===== config.mk =====
export PLATFORM = sky130hd
export DESIGN_NAME = wb_button_debounce_flat
export DESIGN_NICKNAME = d
export VERILOG_FILES = /design/src/rtl/wb_button_debounce_pkg.sv /design/src/rtl/wb_button_debounce_if.sv /design/src/rtl/wb_button_debounce_bit.sv /design/src/rtl/wb_button_debounce.sv /design/src/flat_wrapper.sv
export SDC_FILE = /design/constraint.sdc
export NUM_CORES = 1
export LEC_CHECK = 0
export ABC_AREA = 1
export CAP_MARGIN = 20
export CORE_ASPECT_RATIO = 1.1
export CORE_UTILIZATION = 49
export DETAILED_ROUTE_END_ITERATION = 7
export PLACE_DENSITY = 0.83
export SYNTH_ARGS = -nofsm -noshare
export SYNTH_HDL_FRONTEND = slang
export SYNTH_SLANG_ARGS = --single-unit
export TNS_END_PERCENT = 100

===== constraint.sdc =====
create_clock -name clk -period 1.7 [get_ports clk]
set_clock_uncertainty 0.05 [all_clocks]
set_input_delay 0.255 -clock clk [delete_from_list [all_inputs] [get_ports clk]]
set_output_delay 0.255 -clock clk [all_outputs]
set_load 0.05 [all_outputs]

===== src/rtl/wb_button_debounce_pkg.sv =====
// ---------------------------------------------------------------------------
// wb_button_debounce_pkg
// Shared constants for the button debounce Wishbone slave: register offsets
// within the block's window, button count, event bit layout, a register
// select enum used by the address decoder, and a helper that packs
// press/release flags into the event/mask bit layout.
// No ports (package).
// ---------------------------------------------------------------------------
package wb_button_debounce_pkg;

  localparam int NUM_BUTTONS = 3;

  // Event/mask layout: presses in the low nibble, releases in the next one.
  localparam int PRESS_LSB   = 0;
  localparam int RELEASE_LSB = 4;

  // Byte offsets of the registers from the block's base address.
  localparam logic [31:0] STATUS_OFS = 32'd0;
  localparam logic [31:0] EVENT_OFS  = 32'd4;
  localparam logic [31:0] MASK_OFS   = 32'd8;
  localparam logic [31:0] COUNT_OFS  = 32'd12;

  // Bits of the event and mask registers that actually exist.
  localparam logic [31:0] EVENT_BITS = 32'h0000_0077;

  typedef enum logic [2:0] {
    REG_NONE,
    REG_STATUS,
    REG_EVENT,
    REG_MASK,
    REG_COUNT
  } regSel_t;

  function automatic logic [31:0] packEvents(input logic [NUM_BUTTONS-1:0] press,
                                             input logic [NUM_BUTTONS-1:0] rel);
    logic [31:0] word;
    word = '0;
    word[PRESS_LSB +: NUM_BUTTONS]   = press;
    word[RELEASE_LSB +: NUM_BUTTONS] = rel;
    return word;
  endfunction

endpackage


===== src/rtl/wb_button_debounce_if.sv =====
// ---------------------------------------------------------------------------
// wb_button_debounce_if
// Classic single-cycle Wishbone bundle between a bus master and the button
// debounce slave. Signal names are given from the slave's point of view.
//   i_wb_cyc, i_wb_stb, i_wb_we : cycle, strobe, write enable
//   i_wb_addr, i_wb_data        : byte address, write data
//   o_wb_ack, o_wb_stall        : transfer complete, stall (always 0)
//   o_wb_data                   : read data
// ---------------------------------------------------------------------------
interface wb_button_debounce_if;

  logic        i_wb_cyc;
  logic        i_wb_stb;
  logic        i_wb_we;
  logic [31:0] i_wb_addr;
  logic [31:0] i_wb_data;
  logic        o_wb_ack;
  logic        o_wb_stall;
  logic [31:0] o_wb_data;

  modport master (
    output i_wb_cyc, i_wb_stb, i_wb_we, i_wb_addr, i_wb_data,
    input  o_wb_ack, o_wb_stall, o_wb_data
  );

  modport slave (
    input  i_wb_cyc, i_wb_stb, i_wb_we, i_wb_addr, i_wb_data,
    output o_wb_ack, o_wb_stall, o_wb_data
  );

endinterface


===== src/rtl/wb_button_debounce_bit.sv =====
// ---------------------------------------------------------------------------
// button_debounce_bit
// Two-flop synchroniser followed by a stability counter for one button pin.
// The clean level only follows the synchronised pin once it has disagreed
// with the clean level for DEBOUNCE_CYCLES consecutive clocks.
//   clk, reset : system clock, synchronous active-high reset
//   i_raw      : asynchronous button pin
//   o_clean    : debounced level
//   o_toggle   : high in the cycle whose clock edge flips o_clean
// ---------------------------------------------------------------------------
module button_debounce_bit #(
  parameter int               CNT_W           = 16,
  parameter logic [CNT_W-1:0] DEBOUNCE_CYCLES = 16'd50000
) (
  input  logic clk,
  input  logic reset,
  input  logic i_raw,
  output logic o_clean,
  output logic o_toggle
);

  localparam logic [CNT_W-1:0] LAST_COUNT = DEBOUNCE_CYCLES - CNT_W'(1);

  logic             r_sync1;
  logic             r_sync2;
  logic             r_clean;
  logic [CNT_W-1:0] r_cnt;
  logic             w_differ;

  assign w_differ = r_sync2 ^ r_clean;
  // Exposed combinationally so the parent can set event flags on the same
  // edge that the clean level changes.
  assign o_toggle = w_differ && (r_cnt == LAST_COUNT);
  assign o_clean  = r_clean;

  // Bring the pin into the clock domain, then count how long it has
  // disagreed with the accepted level. Any agreement restarts the count,
  // so a glitch shorter than the window can never reach the clean output.
  always_ff @(posedge clk) begin
    if (reset) begin
      r_sync1 <= 1'b0;
      r_sync2 <= 1'b0;
      r_clean <= 1'b0;
      r_cnt   <= '0;
    end else begin
      r_sync1 <= i_raw;
      r_sync2 <= r_sync1;
      if (!w_differ) begin
        r_cnt <= '0;
      end else if (r_cnt == LAST_COUNT) begin
        r_clean <= r_sync2;
        r_cnt   <= '0;
      end else begin
        r_cnt <= r_cnt + CNT_W'(1);
      end
    end
  end

endmodule


===== src/rtl/wb_button_debounce.sv =====
// ---------------------------------------------------------------------------
// wb_button_debounce
// Wishbone slave that debounces three button pins, feeds the clean levels
// to the LED peripheral, latches press/release events (write-1-to-clear)
// and raises a maskable level interrupt.
// Registers: STATUS (+0, RO levels), EVENT (+4, R/W1C), MASK (+8, RW) and,
// when BUTTON_PRESS_COUNT_EN is defined, COUNT (+12, saturating press
// counters, any write zeroes them).
//   clk, reset    : system clock, synchronous active-high reset
//   wb            : Wishbone slave bundle (wb_button_debounce_if.slave)
//   buttons_raw   : asynchronous button pins
//   buttons_clean : debounced levels
//   irq           : level interrupt, |(events & mask), registered
// ---------------------------------------------------------------------------
module wb_button_debounce
  import wb_button_debounce_pkg::*;
#(
  parameter logic [31:0]      BASE_ADDRESS    = 32'h0300_0100,
  parameter logic [31:0]      STATUS_ADDRESS  = BASE_ADDRESS + STATUS_OFS,
  parameter logic [31:0]      EVENT_ADDRESS   = BASE_ADDRESS + EVENT_OFS,
  parameter logic [31:0]      MASK_ADDRESS    = BASE_ADDRESS + MASK_OFS,
  parameter int               CNT_W           = 16,
  parameter logic [CNT_W-1:0] DEBOUNCE_CYCLES = 16'd50000
) (
  input  logic                   clk,
  input  logic                   reset,
  wb_button_debounce_if.slave    wb,
  input  logic [NUM_BUTTONS-1:0] buttons_raw,
  output logic [NUM_BUTTONS-1:0] buttons_clean,
  output logic                   irq
);

  logic [NUM_BUTTONS-1:0] w_clean;
  logic [NUM_BUTTONS-1:0] w_toggle;
  logic [NUM_BUTTONS-1:0] w_press;
  logic [NUM_BUTTONS-1:0] w_rel;
  logic                   w_accept;
  logic                   w_wrEvent;
  logic                   w_wrMask;
  regSel_t                w_sel;
  logic [31:0]            w_rdMux;
  logic [31:0]            w_clearBits;
  logic [31:0]            w_countWord;

  logic [31:0]            r_events;
  logic [31:0]            r_mask;
  logic                   r_irq;
  logic                   r_ack;
  logic [31:0]            r_rdata;

  for (genvar i = 0; i < NUM_BUTTONS; i++) begin : g_bit
    button_debounce_bit #(
      .CNT_W          (CNT_W),
      .DEBOUNCE_CYCLES(DEBOUNCE_CYCLES)
    ) u_bit (
      .clk     (clk),
      .reset   (reset),
      .i_raw   (buttons_raw[i]),
      .o_clean (w_clean[i]),
      .o_toggle(w_toggle[i])
    );
  end

  assign w_press = w_toggle & ~w_clean;
  assign w_rel   = w_toggle & w_clean;

  assign buttons_clean = w_clean;
  assign irq           = r_irq;
  assign wb.o_wb_ack   = r_ack;
  assign wb.o_wb_stall = 1'b0;
  assign wb.o_wb_data  = r_rdata;

  assign w_accept    = wb.i_wb_cyc && wb.i_wb_stb;
  assign w_wrEvent   = w_accept && wb.i_wb_we && (w_sel == REG_EVENT);
  assign w_wrMask    = w_accept && wb.i_wb_we && (w_sel == REG_MASK);
  assign w_clearBits = w_wrEvent ? (wb.i_wb_data & EVENT_BITS) : '0;

  // Full-address decode; anything not matched is unmapped and never acked.
  always_comb begin
    w_sel = REG_NONE;
    if (wb.i_wb_addr == STATUS_ADDRESS) begin
      w_sel = REG_STATUS;
    end else if (wb.i_wb_addr == EVENT_ADDRESS) begin
      w_sel = REG_EVENT;
    end else if (wb.i_wb_addr == MASK_ADDRESS) begin
      w_sel = REG_MASK;
`ifdef BUTTON_PRESS_COUNT_EN
    end else if (wb.i_wb_addr == BASE_ADDRESS + COUNT_OFS) begin
      w_sel = REG_COUNT;
`endif
    end
  end

  // Read mux sees the registers before this cycle's updates, so an EVENT
  // read returns the flags as they stood before any clear it accompanies.
  always_comb begin
    w_rdMux = '0;
    case (w_sel)
      REG_STATUS: w_rdMux = {{(32-NUM_BUTTONS){1'b0}}, w_clean};
      REG_EVENT:  w_rdMux = r_events;
      REG_MASK:   w_rdMux = r_mask;
      REG_COUNT:  w_rdMux = w_countWord;
      default:    w_rdMux = '0;
    endcase
  end

  // Events, mask, interrupt and bus response. New flags are OR'd in after
  // the clear so a coincident set always survives. irq looks at the
  // registered flags, so it trails every event/mask change by one cycle.
  always_ff @(posedge clk) begin
    if (reset) begin
      r_events <= '0;
      r_mask   <= '0;
      r_irq    <= 1'b0;
      r_ack    <= 1'b0;
      r_rdata  <= '0;
    end else begin
      r_events <= (r_events & ~w_clearBits) | packEvents(w_press, w_rel);
      if (w_wrMask) begin
        r_mask <= wb.i_wb_data & EVENT_BITS;
      end
      r_irq <= |(r_events & r_mask);
      r_ack <= w_accept && (w_sel != REG_NONE);
      if (w_accept && !wb.i_wb_we) begin
        r_rdata <= w_rdMux;
      end
    end
  end

`ifdef BUTTON_PRESS_COUNT_EN
  logic [7:0] r_pressCnt [NUM_BUTTONS];
  logic       w_wrCount;

  assign w_wrCount = w_accept && wb.i_wb_we && (w_sel == REG_COUNT);

  // A clearing write that lands on a press leaves that press counted,
  // hence 1 rather than 0. Counters stick at 8'hFF.
  always_ff @(posedge clk) begin
    for (int i = 0; i < NUM_BUTTONS; i++) begin
      if (reset) begin
        r_pressCnt[i] <= '0;
      end else if (w_wrCount) begin
        r_pressCnt[i] <= {7'b0, w_press[i]};
      end else if (w_press[i] && (r_pressCnt[i] != 8'hFF)) begin
        r_pressCnt[i] <= r_pressCnt[i] + 8'd1;
      end
    end
  end

  // Pack the counters one byte per button, button 0 in the low byte.
  always_comb begin
    w_countWord = '0;
    for (int i = 0; i < NUM_BUTTONS; i++) begin
      w_countWord[8*i +: 8] = r_pressCnt[i];
    end
  end
`else
  assign w_countWord = '0;
`endif

endmodule


===== src/flat_wrapper.sv =====
// flat-port wrapper written by rule: the top's interface ports become plain ports
module wb_button_debounce_flat import wb_button_debounce_pkg::*;
#(
  parameter logic [31:0]      BASE_ADDRESS    = 32'h0300_0100,
  parameter logic [31:0]      STATUS_ADDRESS  = BASE_ADDRESS + STATUS_OFS,
  parameter logic [31:0]      EVENT_ADDRESS   = BASE_ADDRESS + EVENT_OFS,
  parameter logic [31:0]      MASK_ADDRESS    = BASE_ADDRESS + MASK_OFS,
  parameter int               CNT_W           = 16,
  parameter logic [CNT_W-1:0] DEBOUNCE_CYCLES = 16'd50000
)
  (clk, reset, buttons_raw, buttons_clean, irq, wb_i_wb_cyc, wb_i_wb_stb, wb_i_wb_we, wb_i_wb_addr, wb_i_wb_data, wb_o_wb_ack, wb_o_wb_stall, wb_o_wb_data);
  wb_button_debounce_if wb_i ();
  input  logic clk;
  input  logic reset;
  input  logic [NUM_BUTTONS-1:0] buttons_raw;
  output logic [NUM_BUTTONS-1:0] buttons_clean;
  output logic irq;
  input wire logic [$bits(wb_i.i_wb_cyc)-1:0] wb_i_wb_cyc;
  input wire logic [$bits(wb_i.i_wb_stb)-1:0] wb_i_wb_stb;
  input wire logic [$bits(wb_i.i_wb_we)-1:0] wb_i_wb_we;
  input wire logic [$bits(wb_i.i_wb_addr)-1:0] wb_i_wb_addr;
  input wire logic [$bits(wb_i.i_wb_data)-1:0] wb_i_wb_data;
  output wire logic [$bits(wb_i.o_wb_ack)-1:0] wb_o_wb_ack;
  output wire logic [$bits(wb_i.o_wb_stall)-1:0] wb_o_wb_stall;
  output wire logic [$bits(wb_i.o_wb_data)-1:0] wb_o_wb_data;
  assign wb_i.i_wb_cyc = wb_i_wb_cyc;
  assign wb_i.i_wb_stb = wb_i_wb_stb;
  assign wb_i.i_wb_we = wb_i_wb_we;
  assign wb_i.i_wb_addr = wb_i_wb_addr;
  assign wb_i.i_wb_data = wb_i_wb_data;
  assign wb_o_wb_ack = wb_i.o_wb_ack;
  assign wb_o_wb_stall = wb_i.o_wb_stall;
  assign wb_o_wb_data = wb_i.o_wb_data;
  wb_button_debounce #(.BASE_ADDRESS(BASE_ADDRESS), .STATUS_ADDRESS(STATUS_ADDRESS), .EVENT_ADDRESS(EVENT_ADDRESS), .MASK_ADDRESS(MASK_ADDRESS), .CNT_W(CNT_W), .DEBOUNCE_CYCLES(DEBOUNCE_CYCLES)) u_core (.clk(clk), .reset(reset), .wb(wb_i), .buttons_raw(buttons_raw), .buttons_clean(buttons_clean), .irq(irq));
endmodule

Word-level counts from Yosys, hierarchy flattened

Index checks and enable logic that the tools add are counted.

Bits of input ports: 72
Word-level logic and storage cells: 65
Register bits: 129
Output and inout bits: 38

Equal/unequal tests: 9
Reduce and logical (&&, ||, !) cells: 18
$add $sub $neg: 3
Bitwise logic cells: 13
Multiplexer cells: 5

Operators by type and width:

| operator                                                           | count |
|---|---|
| 32-bit by 26-bit == test with 1-bit output (second input constant) | 3 |
| 32-bit one-hot mux with 3 select lines                             | 1 |
| 16-bit by 1-bit adder with 16-bit output (second input constant)   | 3 |
| 16-bit == test (second input constant)                             | 3 |
| 32-bit AND                                                         | 1 |
| 32-bit by 7-bit AND with 32-bit output                             | 1 |
| 32-bit NOT                                                         | 1 |
| 32-bit by 7-bit OR with 32-bit output                              | 1 |
| 32-bit OR reduction                                                | 1 |
| 1-bit logical AND                                                  | 9 |
| 3-bit OR reduction                                                 | 3 |
| 7-bit two-way mux                                                  | 1 |
| 3-bit AND                                                          | 2 |
| 3-bit by 2-bit == test with 1-bit output (second input constant)   | 2 |
| 3-bit two-way mux                                                  | 2 |
| 2-bit AND reduction                                                | 3 |
| 3-bit by 1-bit == test with 1-bit output (second input constant)   | 1 |
| 1-bit NOT                                                          | 3 |
| 3-bit NOT                                                          | 1 |
| 3-bit nonzero test                                                 | 1 |
| 1-bit XOR                                                          | 3 |
| 2-bit two-way mux                                                  | 1 |
| 1-bit zero test                                                    | 1 |

Longest topological paths before layout

Gate-level depths: netlist of the first run.

Depth in word-level cells: 10
Gate-level depth with buffers: 11
Gate-level depth less buffers: 10

Modules after synthesis

Synthesis of the first run repeated with hierarchy kept, for this count alone.

Cells, all modules: 682
Area total of the unflattened synthesis: 4428.0 um^2

Modules (own cells, without submodules):

| module              | cells each | area an instance (um^2) | instances | sequential area each (um^2) |
|---|---|---|---|---|
| button_debounce_bit | 149        | 992.2                   | 3         | 380.4 |
| wb_button_debounce  | 235        | 1451.4                  | 1         | 400.4 |

Worst setup path before layout of the first run

No wires, ideal clock.

Path type: register to register
Start: reg u_core.g_bit[1].u_bit.r_cnt[0]
End: reg u_core.g_bit[1].u_bit.r_cnt[12]
Path buffers: 1
Data required time: 1.525 ns
Path slack: 0.202 ns
Clock period less this slack: 1.498 ns
Setup time: 0.125 ns
Cell stages (with the launch flop): 10
Data arrival time: 1.323 ns
Cells stage by stage: dfxtp_1 > ha_1 > nand2_1 > inv_1 > nand2_1 > nor2_1 > nand4_1 > nand2_2 > buf_6 > a21oi_1

Cells in the longest elaborated chain, start to end: 2
Elaborated cells on any way between the ends: 3
Classes of those cells: 1 x add/sub; 1 x eq/ne; 1 x reduce/logical

Ends and longest elaborated chain:

| item                                                                                             | line                         | source |
|---|---|---|
| start: declaration                                                                               | wb_button_debounce_bit.sv:27 | `logic [CNT_W-1:0] r_cnt;` |
| start signal: assignment                                                                         | wb_button_debounce_bit.sv:54 | `r_cnt <= r_cnt + CNT_W'(1);` |
| parallel branches: the longest is 2 deep, another holds 16-bit by 1-bit adder with 16-bit output | -                            |  |

Several ways; the timed one is not identified.
A chain may end at the register's enable or synchronous reset.

Worst setup path after layout of the first run

Start: reg u_core.g_bit[2].u_bit.r_cnt[1]
End: reg u_core.g_bit[2].u_bit.r_cnt[14]

Cells in the longest elaborated chain, start to end: 2
Elaborated cells on any way between the ends: 3
Classes of those cells: 1 x add/sub; 1 x eq/ne; 1 x reduce/logical

Ends and longest elaborated chain:

| item                                                                                             | line |
|---|---|
| start: declaration                                                                               | wb_button_debounce_bit.sv:27 |
| start signal: assignment                                                                         | wb_button_debounce_bit.sv:54 |
| parallel branches: the longest is 2 deep, another holds 16-bit by 1-bit adder with 16-bit output | - |

Several ways; the timed one is not identified.

==> run metrics, run 1 <==
Synth cell types 43; top-count cell post-synth nand2_1; Iteration-0 DRC Markers 120; largest net degree at the start of global routing 17; fin area 5140 um2; Syn. warnings 0; Leak 2.02 nW; Post-DRT Antenna Nets 0; H-tree depth 3; GR Overflow Total 0; CTS max path bufs 2; DR WL/cell 11.3 um; Final Hold Fails 0; Starting Density 0.513; dpl cells 752; multiplexer share of the synthesized area 0; Core Area 8040 um2; Synth top area share 0.374; Total Wirelength 8770 um; die extent in x 89.5 um; total clock buffers created by CTS 9; CP Max Fanout 8; Synth Cell Area 4120 um2; DRC 0; max cap viols 0; Pwr Total 3.63 mW; RSZ-0062 raised after global routing yes; EDFF count, synth 0; Final Cycle Share 0.979; Post-Synth XOR/XNOR Area 0.0255; number of global-route vias before repair 3535; DIE HEIGHT 98.2 um; Yosys reg bits 77; CP startpoint kind flop; gate count after technology mapping 583; final setup margin 0.0350 ns; CTS Sinks 77; Hold-fix buffers, CTS 0; Mean Syn Cell Area 7.07 um2; Rows 34; CTS tree built; Post-synth top cells nand2_1, inv_1, nor2_1, dfxtp_1, buf_4; VDD IR max 0.574 mV; first-pass GRT wire length 13900 um; max-slew violation count 0; Area Growth Syn to Fin 24.7%; antenna cells 0; Final Instance Count excl. Fillers 778; CP arrival 1.87 ns; Final min period 1.66 ns; Layout Nets 740; Critical Path Sink Type flop; vias per cell 4.87; Vias 3785; clock root cell clkbuf_8; post-synthesis compound-gate area fraction 0.0752; I/O Pins 110; port bufs 56; largest family of logic cells by synthesized area simple AND/OR/NAND/NOR gates; endpoints failing setup 0; top cells by area in the synthesized netlist dfxtp_1, nand2_1, inv_1, nor2_1, buf_4; placed cell area 4760 um2; Req. time, crit path 1.91 ns; Pre-antenna DRT Iters 5; WS Path Type flop to flop; Synth async-reset ratio 0; Synth Area in Simple Gates 0.367; initial antenna violation count 0; Power Dens Cells 705 nW/um2; utilization after layout 0.640; Total Routing Usage GR 0.200; adder-cell share of the synthesized area 0.00910; clk_lat worst skew 0.36 ns; gpl congestion 0.810; Hold WC Path Type primary input to flop; top_reg_cell synth dfxtp_1; fmax 0.601 GHz; biggest area consumer among synthesized cells dfxtp_1; dpl hpwl 6350 um; status finished, final reports clean; Setup WS pre-CTS -0.180 ns; die area 8790 um2; CTS clock-pin slew for the worst setup and hold paths 0.08 ns; layout cells sized above 1 0.182; sequential area share after synthesis 0.374
sequential cells by signal, indices dropped and copies added (netlist names):
signal,cells
u_core.irq,1
u_core.g_bit.u_bit.o_clean,3
u_core.g_bit.u_bit.r_cnt,48
u_core.r_mask,6
u_core.wb.o_wb_ack,1
u_core.wb.o_wb_data,6
u_core.g_bit.u_bit.r_sync2,3
u_core.r_events,6
u_core.g_bit.u_bit.r_sync1,3
layout make-up:
| class | count | area [um2] |
|---|---|---|
| clock buffers | 11 | 141 |
| clock inverters | 5 | 58.8 |
| fillers | 672 | 2900 |
| inverters | 87 | 327 |
| multi-input cells | 408 | 2160 |
| flip-flops and latches | 77 | 1550 |
| well taps | 108 | 135 |
| repair buffers | 82 | 773 |
cells in the final DEF, fill, tap and decap left out, types with 6 or more instances in the layout:
| cell type | count |
|---|---|
| dfxtp_1 | 72 |
| nand4_1 | 14 |
| nor2_1 | 71 |
| nor3_1 | 16 |
| nor2_2 | 13 |
| nand2_1 | 118 |
| a21oi_1 | 32 |
| inv_1 | 82 |
| nand3_1 | 29 |
| clkdlybuf4s50_1 | 45 |
| nor2_4 | 13 |
| conb_1 | 27 |
| clkbuf_8 | 10 |
| xor2_1 | 6 |
| xnor2_1 | 6 |
| buf_4 | 32 |
| nand2_2 | 12 |
stage by stage:
| step | setup TNS (ns) | hold slack (ns) |
|---|---|---|
| global placement | -1.85 | 0.341 |
| finish | 0 | 0.356 |
| global route | -0.991 | 0.366 |
| CTS | 0 | 0.349 |
| floorplan | 0 | 0.312 |
| detailed placement | -2.19 | 0.347 |
cells by family after synthesis:
family,count (synthesis)
buffers and inverters,126
AND/OR/NAND/NOR,311
other,1
adder cells (fa/ha/maj),3
flip-flops,77
AO/OA/AOI/OAI,53
XOR/XNOR,12
timing repair:
action | CTS | global route
resized for setup | 1 | 27
setup endpoints to repair | 1 | 53
setup buffers | 0 | 8
gates cloned | 0 | 2
pin swaps | 0 | 10
endpoints found under the hold margin | 0 | 0
worst paths after layout:
kind,startpoint,to,slack [ns],cells after the start
setup / recovery,u_core.g_bit[2].u_bit.r_cnt[1]$_SDFF_PP0_,u_core.g_bit[2].u_bit.r_cnt[14]$_SDFF_PP0_,0.04,9
hold / removal,buttons_raw[2],u_core.g_bit[2].u_bit.r_sync1$_SDFF_PP0_,0.36,3
setup reg to reg,u_core.g_bit[2].u_bit.r_cnt[1]$_SDFF_PP0_,u_core.g_bit[2].u_bit.r_cnt[14]$_SDFF_PP0_,0.04,9
hold reg to reg,u_core.g_bit[0].u_bit.r_sync1$_SDFF_PP0_,u_core.g_bit[0].u_bit.r_sync2$_SDFF_PP0_,0.37,2
power breakdown:
| part | switching [mW] | internal (mW) | leakage [nW] |
|---|---|---|---|
| sequential | 0.00675 | 1.81 | 0.624 |
| clock | 0.700 | 0.721 | 0.0959 |
| combinational | 0.240 | 0.143 | 1.30 |
| total | 0.947 | 2.68 | 2.02 |
routing by layer:
layer | track usage | wire, um | share of wire | up-vias
met5 | 0 | 0 | 0 | -
met4 | 0.0940 | 187 | 0.021 | 0
met3 | 0.0516 | 509 | 0.058 | 17
met2 | 0.357 | 4370 | 0.50 | 104
met1 | 0.216 | 3700 | 0.42 | 1713
li1 | - | - | - | 1951
worst max-delay path, stage by stage (launching register included):
cell	delay [ns]
dfxtp_2	0.34
ha_1	0.15
nand2_1	0.05
inv_1	0.08
nand2_2	0.10
nor2_4	0.15
nand4_1	0.25
buf_4	0.24
nand2_4	0.10
a21oi_1	0.05
No activity file was read; power rests on OpenSTA's default activity.
==> inputs of run 2 (changes only) <==
- CORE_UTILIZATION: 49 -> 50
- GPL_ROUTABILITY_DRIVEN: unset -> 0
- SYNTH_HIERARCHICAL: unset -> 1
==> run 2 against run 1 <==
Clock power is essentially flat. Count of clock-buffer cells in the layout is the same. Worst setup slack gained 0.13 ns. Final cell count grew 12%.
==> run metrics, run 2 <==
status finished, final reports clean; critical path's largest stage delay 0.38 ns (+0.04 ns); CTS max path bufs 2 (unchanged); Post-DRT Antenna Nets 0 (unchanged); GR Overflow Total 0 (unchanged); Area Growth Syn to Fin 19.6%; first-pass GRT wire length 16200 um (+16%); port bufs 56 (unchanged); Hold-fix buffers, CTS 0 (unchanged); Leak 1.92 nW (-5.0%); crit path max-delay cell type dfxtp_1; post_cts resized 0 (-1); gate count after technology mapping 682 (+17%); Synth Cell Area 4430 um2 (+7.4%); utilization after layout 0.623 (-0.0162); Pre-antenna DRT Iters 4 (-1); DR WL/cell 11.0 um (-2.5%); top cells by area in the synthesized netlist dfxtp_1, nand2_1, nor2_1, inv_1, nand3_1; max reg flops 48 (unchanged); crit-path cells ha_1 > nand3_2 > nor2_1 > nand3_1 > nor2_1 > nand2_1 > a21oi_1; Final Instance Count excl. Fillers 874 (+12%); CTS clock-pin slew for the worst setup and hold paths 0.08 ns (about the same); top_reg_cell synth dfxtp_1; Setup WS pre-CTS -0.161 ns (+0.0189 ns); Vias 4289 (+13%); clk_lat worst skew 0.35 ns (about the same); WS Path Type flop to flop; biggest area consumer among synthesized cells dfxtp_1; endpoints failing setup 0 (unchanged); fmax 0.652 GHz (+8.6%); RSZ-0062 raised after global routing no; die area 9240 um2 (+5.1%); top-count cell post-synth nand2_1; Post-synth top cells nand2_1, nor2_1, inv_1, dfxtp_1, nand3_1; die extent in x 91.7 um (+2.5%); Yosys reg bits 77 (unchanged); Req. time, crit path 1.93 ns (+0.02 ns); setup tns final 0 ns (unchanged); Syn. warnings 6 (+6); vias per cell 4.91 (+0.87%); Largest Register u_core/g_bit.u_bit/r_cnt; clock root cell clkbuf_8; total clock buffers created by CTS 9 (unchanged); Starting Density 0.521 (+0.00829); CP dominant cell by count nor2_1; GRT Max-Usage Layer met2; Core Area 8500 um2 (+5.7%); DIE HEIGHT 101 um (+2.5%); Total Routing Usage GR 0.217 (+0.0162); EDFF count, synth 0 (unchanged); Synth async-reset ratio 0 (unchanged); met3 Track Usage GR 0.0407 (-0.0108); CP startpoint kind flop; H-tree depth 3 (unchanged); Final Cycle Share 0.902 (-0.0774); Mean Syn Cell Area 6.49 um2 (-8.2%); CTS tree built; max-slew violation count 0 (unchanged); Synth cell types 30 (-30%); most frequent cells in the layout nand2_1, nor2_1, inv_1; CTS Sinks 77 (unchanged); largest net degree at the start of global routing 17 (unchanged); GR Layer Usage met1 0.236 (+0.0204); Layout Nets 833 (+13%); number of global-route vias before repair 3983 (+13%); Synth top area share 0.348 (-0.0257); Hold WC Path Type flop to flop; CP Max Fanout 6 (-2); max cap viols 0 (unchanged); dpl hpwl 7340 um (+16%); DRC 0 (unchanged); I/O Pins 110 (unchanged); grt met2 use 0.405 (+0.0484); delay-heaviest family, CP simple AND/OR/NAND/NOR gates; CP arrival 1.77 ns (-0.10 ns); most common cell after layout, fill and taps aside nand2_1; layout cells sized above 1 0.109 (-0.0733); antenna cells 0 (unchanged); Rows 35 (+2.9%); Crit path buffers/inverters 0 (-2); initial antenna violation count 0 (unchanged); Iteration-0 DRC Markers 138 (+15%); final setup margin 0.167 ns (+0.132 ns); sequential area share after synthesis 0.348 (-0.0257); Power Dens Cells 683 nW/um2 (-3.1%); dpl cells 858 (+14%); VDD IR max 0.436 mV (-24%); Final min period 1.53 ns (-0.132 ns); Pwr Total 3.62 mW (-0.21%); Final Hold Fails 0 (unchanged); Post-CTS Setup Repair Bufs 0 (unchanged); Critical Path Sink Type flop; Total Wirelength 9600 um (+9.5%)
run 2: cell types whose count changed after synthesis, sizes merged, moves of 3 or more:
cell and change:
nand3 +9, buf -5, xor2 +9, nand2 +56
nand3b +5, inv -5, a211oi -3, nor3 -15
nor2 +58, o21ai +4
run 2: final timing paths:
check	cells past startpoint	to	start	slack, ns
worst max-delay path	7	u_core/r_events[5]$_SDFF_PP0_	u_core/g_bit[1].u_bit/r_cnt[0]$_SDFF_PP0_	0.17
worst min-delay path	2	u_core/g_bit[1].u_bit/r_sync2$_SDFF_PP0_	u_core/g_bit[1].u_bit/r_sync1$_SDFF_PP0_	0.36
worst max register to register	7	u_core/r_events[5]$_SDFF_PP0_	u_core/g_bit[1].u_bit/r_cnt[0]$_SDFF_PP0_	0.17
worst min register to register	2	u_core/g_bit[1].u_bit/r_sync2$_SDFF_PP0_	u_core/g_bit[1].u_bit/r_sync1$_SDFF_PP0_	0.36
run 2: kinds of logic after synthesis:
group / synth area share
buffers and inverters: 0.130
adders and majority gates: 0.00848
xor gates and xnor gates: 0.0415
AOI/OAI and AO/OA: 0.0568
and+or+nand+nor: 0.415
other: 0.000847
DFF: 0.348
run 2: power by group:
part           leakage, nW  total (mW)  switching (mW)  internal [mW]
registers            0.622        1.82         0.00642           1.81
logic                 1.19       0.368           0.234          0.134
clock network        0.106        1.43           0.671          0.758
run 2: layout make-up:
cell class | instances | area [um2]
Tap cell | 111 | 139
Clock buffer | 11 | 151
Inverter | 82 | 308
Sequential cell | 77 | 1540
Fill cell | 769 | 3200
Multi-Input combinational cell | 516 | 2410
Clock inverter | 5 | 56.3
Timing Repair Buffer | 72 | 691
run 2: tightest hold or removal path, delay by kind of cell (launching register included):
family	cells	cell delay [ns]
buffers and inverters	1	0.04
flip-flops	1	0.30
AND/OR/NAND/NOR	1	0.03
run 2: metrics by stage:
stage	hold WS, ns	cell area (um2)
after floorplan	0.276	4530
after global placement	0.341	5090
after detailed placement	0.349	5090
after CTS	0.356	5300
after global routing	0.374	5300
final	0.358	5300
run 2: metal layers:
| metal | share of wire | vias to the layer above |
|---|---|---|
| met5 | 0 | - |
| met4 | 0.015 | 0 |
| met3 | 0.056 | 11 |
| met2 | 0.49 | 132 |
| met1 | 0.44 | 1930 |
| li1 | - | 2216 |
==> edit, RTL diff (flow settings as in run 2) <==
Register the output `irq` once more, cleared by the reset; this adds one clock of latency there. The other outputs are not delayed to match. Comments in the files are not updated.
--- a/src/rtl/wb_button_debounce.sv
+++ b/src/rtl/wb_button_debounce.sv
@@ -65,7 +65,13 @@
   assign w_rel   = w_toggle & w_clean;
 
   assign buttons_clean = w_clean;
-  assign irq           = r_irq;
+  always_ff @(posedge clk) begin
+    if (reset) begin
+      irq <= '0;
+    end else begin
+      irq <= r_irq;
+    end
+  end
   assign wb.o_wb_ack   = r_ack;
   assign wb.o_wb_stall = 1'b0;
   assign wb.o_wb_data  = r_rdata;
Function: no difference found for any inputs over 10 cycles, from zero or initial values and one cycle with reset high; that may be too few to reach the edited logic, so the function may still have changed.
==> edit against run 2 <==
Wire length shrank 0.84%; critical path type unchanged; maximum frequency increased by 1.8%; synthesized area grew 2.7%; final area grew 2.4%; sequential cell count is 1 higher; worst setup slack better by 0.027 ns; via count grew 0.89%; power increased by 5.1%; core utilization decreased by 0.90 points.
==> edit: results (changes against run 2) <==
outcome:
  status: "finished, final reports clean"  # unchanged
global_route:
  grt_pass1_wl_mm: 16.1  # was 16.2 mm
  grt_pass1_vias: 4047  # was 3983
  grt_usage: 0.210  # was 0.217
  grt_max_degree: 28  # was 17
placed_design:
  dp_hpwl_mm: 7.15  # was 7.34 mm
  placed_cells: 873  # was 858
  pre_cts_ws_ns: -0.0836  # was -0.161 ns
  place_area_um2: 5190  # was 5090 um2
yosys:
  synth_cells: 698  # was 682
  seq_area_frac_synth: 0.343  # was 0.348
  yosys-top-cells-count: "nand2_1, nor2_1, dfxtp_1, inv_1, nand3_1"  # was nand2_1, nor2_1, inv_1, dfxtp_1, nand3_1
  synth.distinct_cells: 35  # was 30
  synth_area_leaders: "dfxtp_1, nand2_1, nor2_1"  # unchanged
power:
  switching_share: 0.242  # was 0.252
  vdd.ir_drop.worst_mv: 0.493  # was 0.436 mV
  leakage_nw: 1.99  # was 1.92 nW
routing:
  routed_wl_mm: 9.52  # was 9.60 mm
  viasPerCell: 4.87  # was 4.91
  drt_iter0_drc: 154  # was 138
  post_drt_wl_per_cell_um: 10.7  # was 11.0 um
  drtPass1Iterations: 8  # was 4
timing:
  layout_setup_ws_ns: 0.194  # was 0.167 ns
  fin_hold_ws_ns: 0.349  # was 0.358 ns
hold_path:
  worstHoldPathType: "in2reg"  # was reg2reg
  hold_start: "buttons_raw[2]"  # was u_core/g_bit[1].u_bit/r_sync1
  holdPathEnd: "u_core/g_bit[2].u_bit/r_sync1"  # was u_core/g_bit[1].u_bit/r_sync2
  whs_path_depth: 3  # was 2
critical_path:
  rr_endpoint: "u_core/r_events[6]"  # was u_core/r_events[5]
  r2r_cells: 7  # unchanged
  reg2reg_from: "u_core/g_bit[2].u_bit/r_cnt[0]"  # was u_core/g_bit[1].u_bit/r_cnt[0]
cells_and_area:
  drive_above_1_share: 0.134  # was 0.109
  finalNetCount: 845  # was 833
clock_tree:
  cts_resized: 0  # unchanged
  clkLatencyLatePin_ns: 0.36
[edit: power by group through the flow]
stage	sequential (mW)	combinational, mW	clock [mW]
2_1_floorplan	1.90	0.269	0
3_3_place_gp	1.89	0.374	0
3_5_place_dp	1.89	0.381	0
4_1_cts	1.84	0.383	1.62
5_1_grt	1.84	0.411	1.69
6_report	1.84	0.383	1.57
[edit: cell families after synthesis]
kind of cell               Yosys count  synth area share
adders and majority gates            3           0.00825
other                                1          0.000825
xor gates and xnor gates            21            0.0404
AOI/OAI and AO/OA                   37            0.0440
and+or+nand+nor                    437             0.432
buffers and inverters              121             0.131
DFF                                 78             0.343
[edit: routing by layer]
layer,vias to the layer above,share of wire,track usage
met1,1913,0.42,0.224
met3,19,0.061,0.0491
li1,2257,-,-
met4,0,0.022,0.105
met5,-,0,0
met2,138,0.50,0.388
[edit: area by class of cell]
class	instances	area, um2
clock inverter	5	81.3
timing repair buffer	67	666
inverter	89	334
multi-input combinational	525	2490
tap	114	143
fill	774	3400
sequential	78	1560
clock buffer	11	151
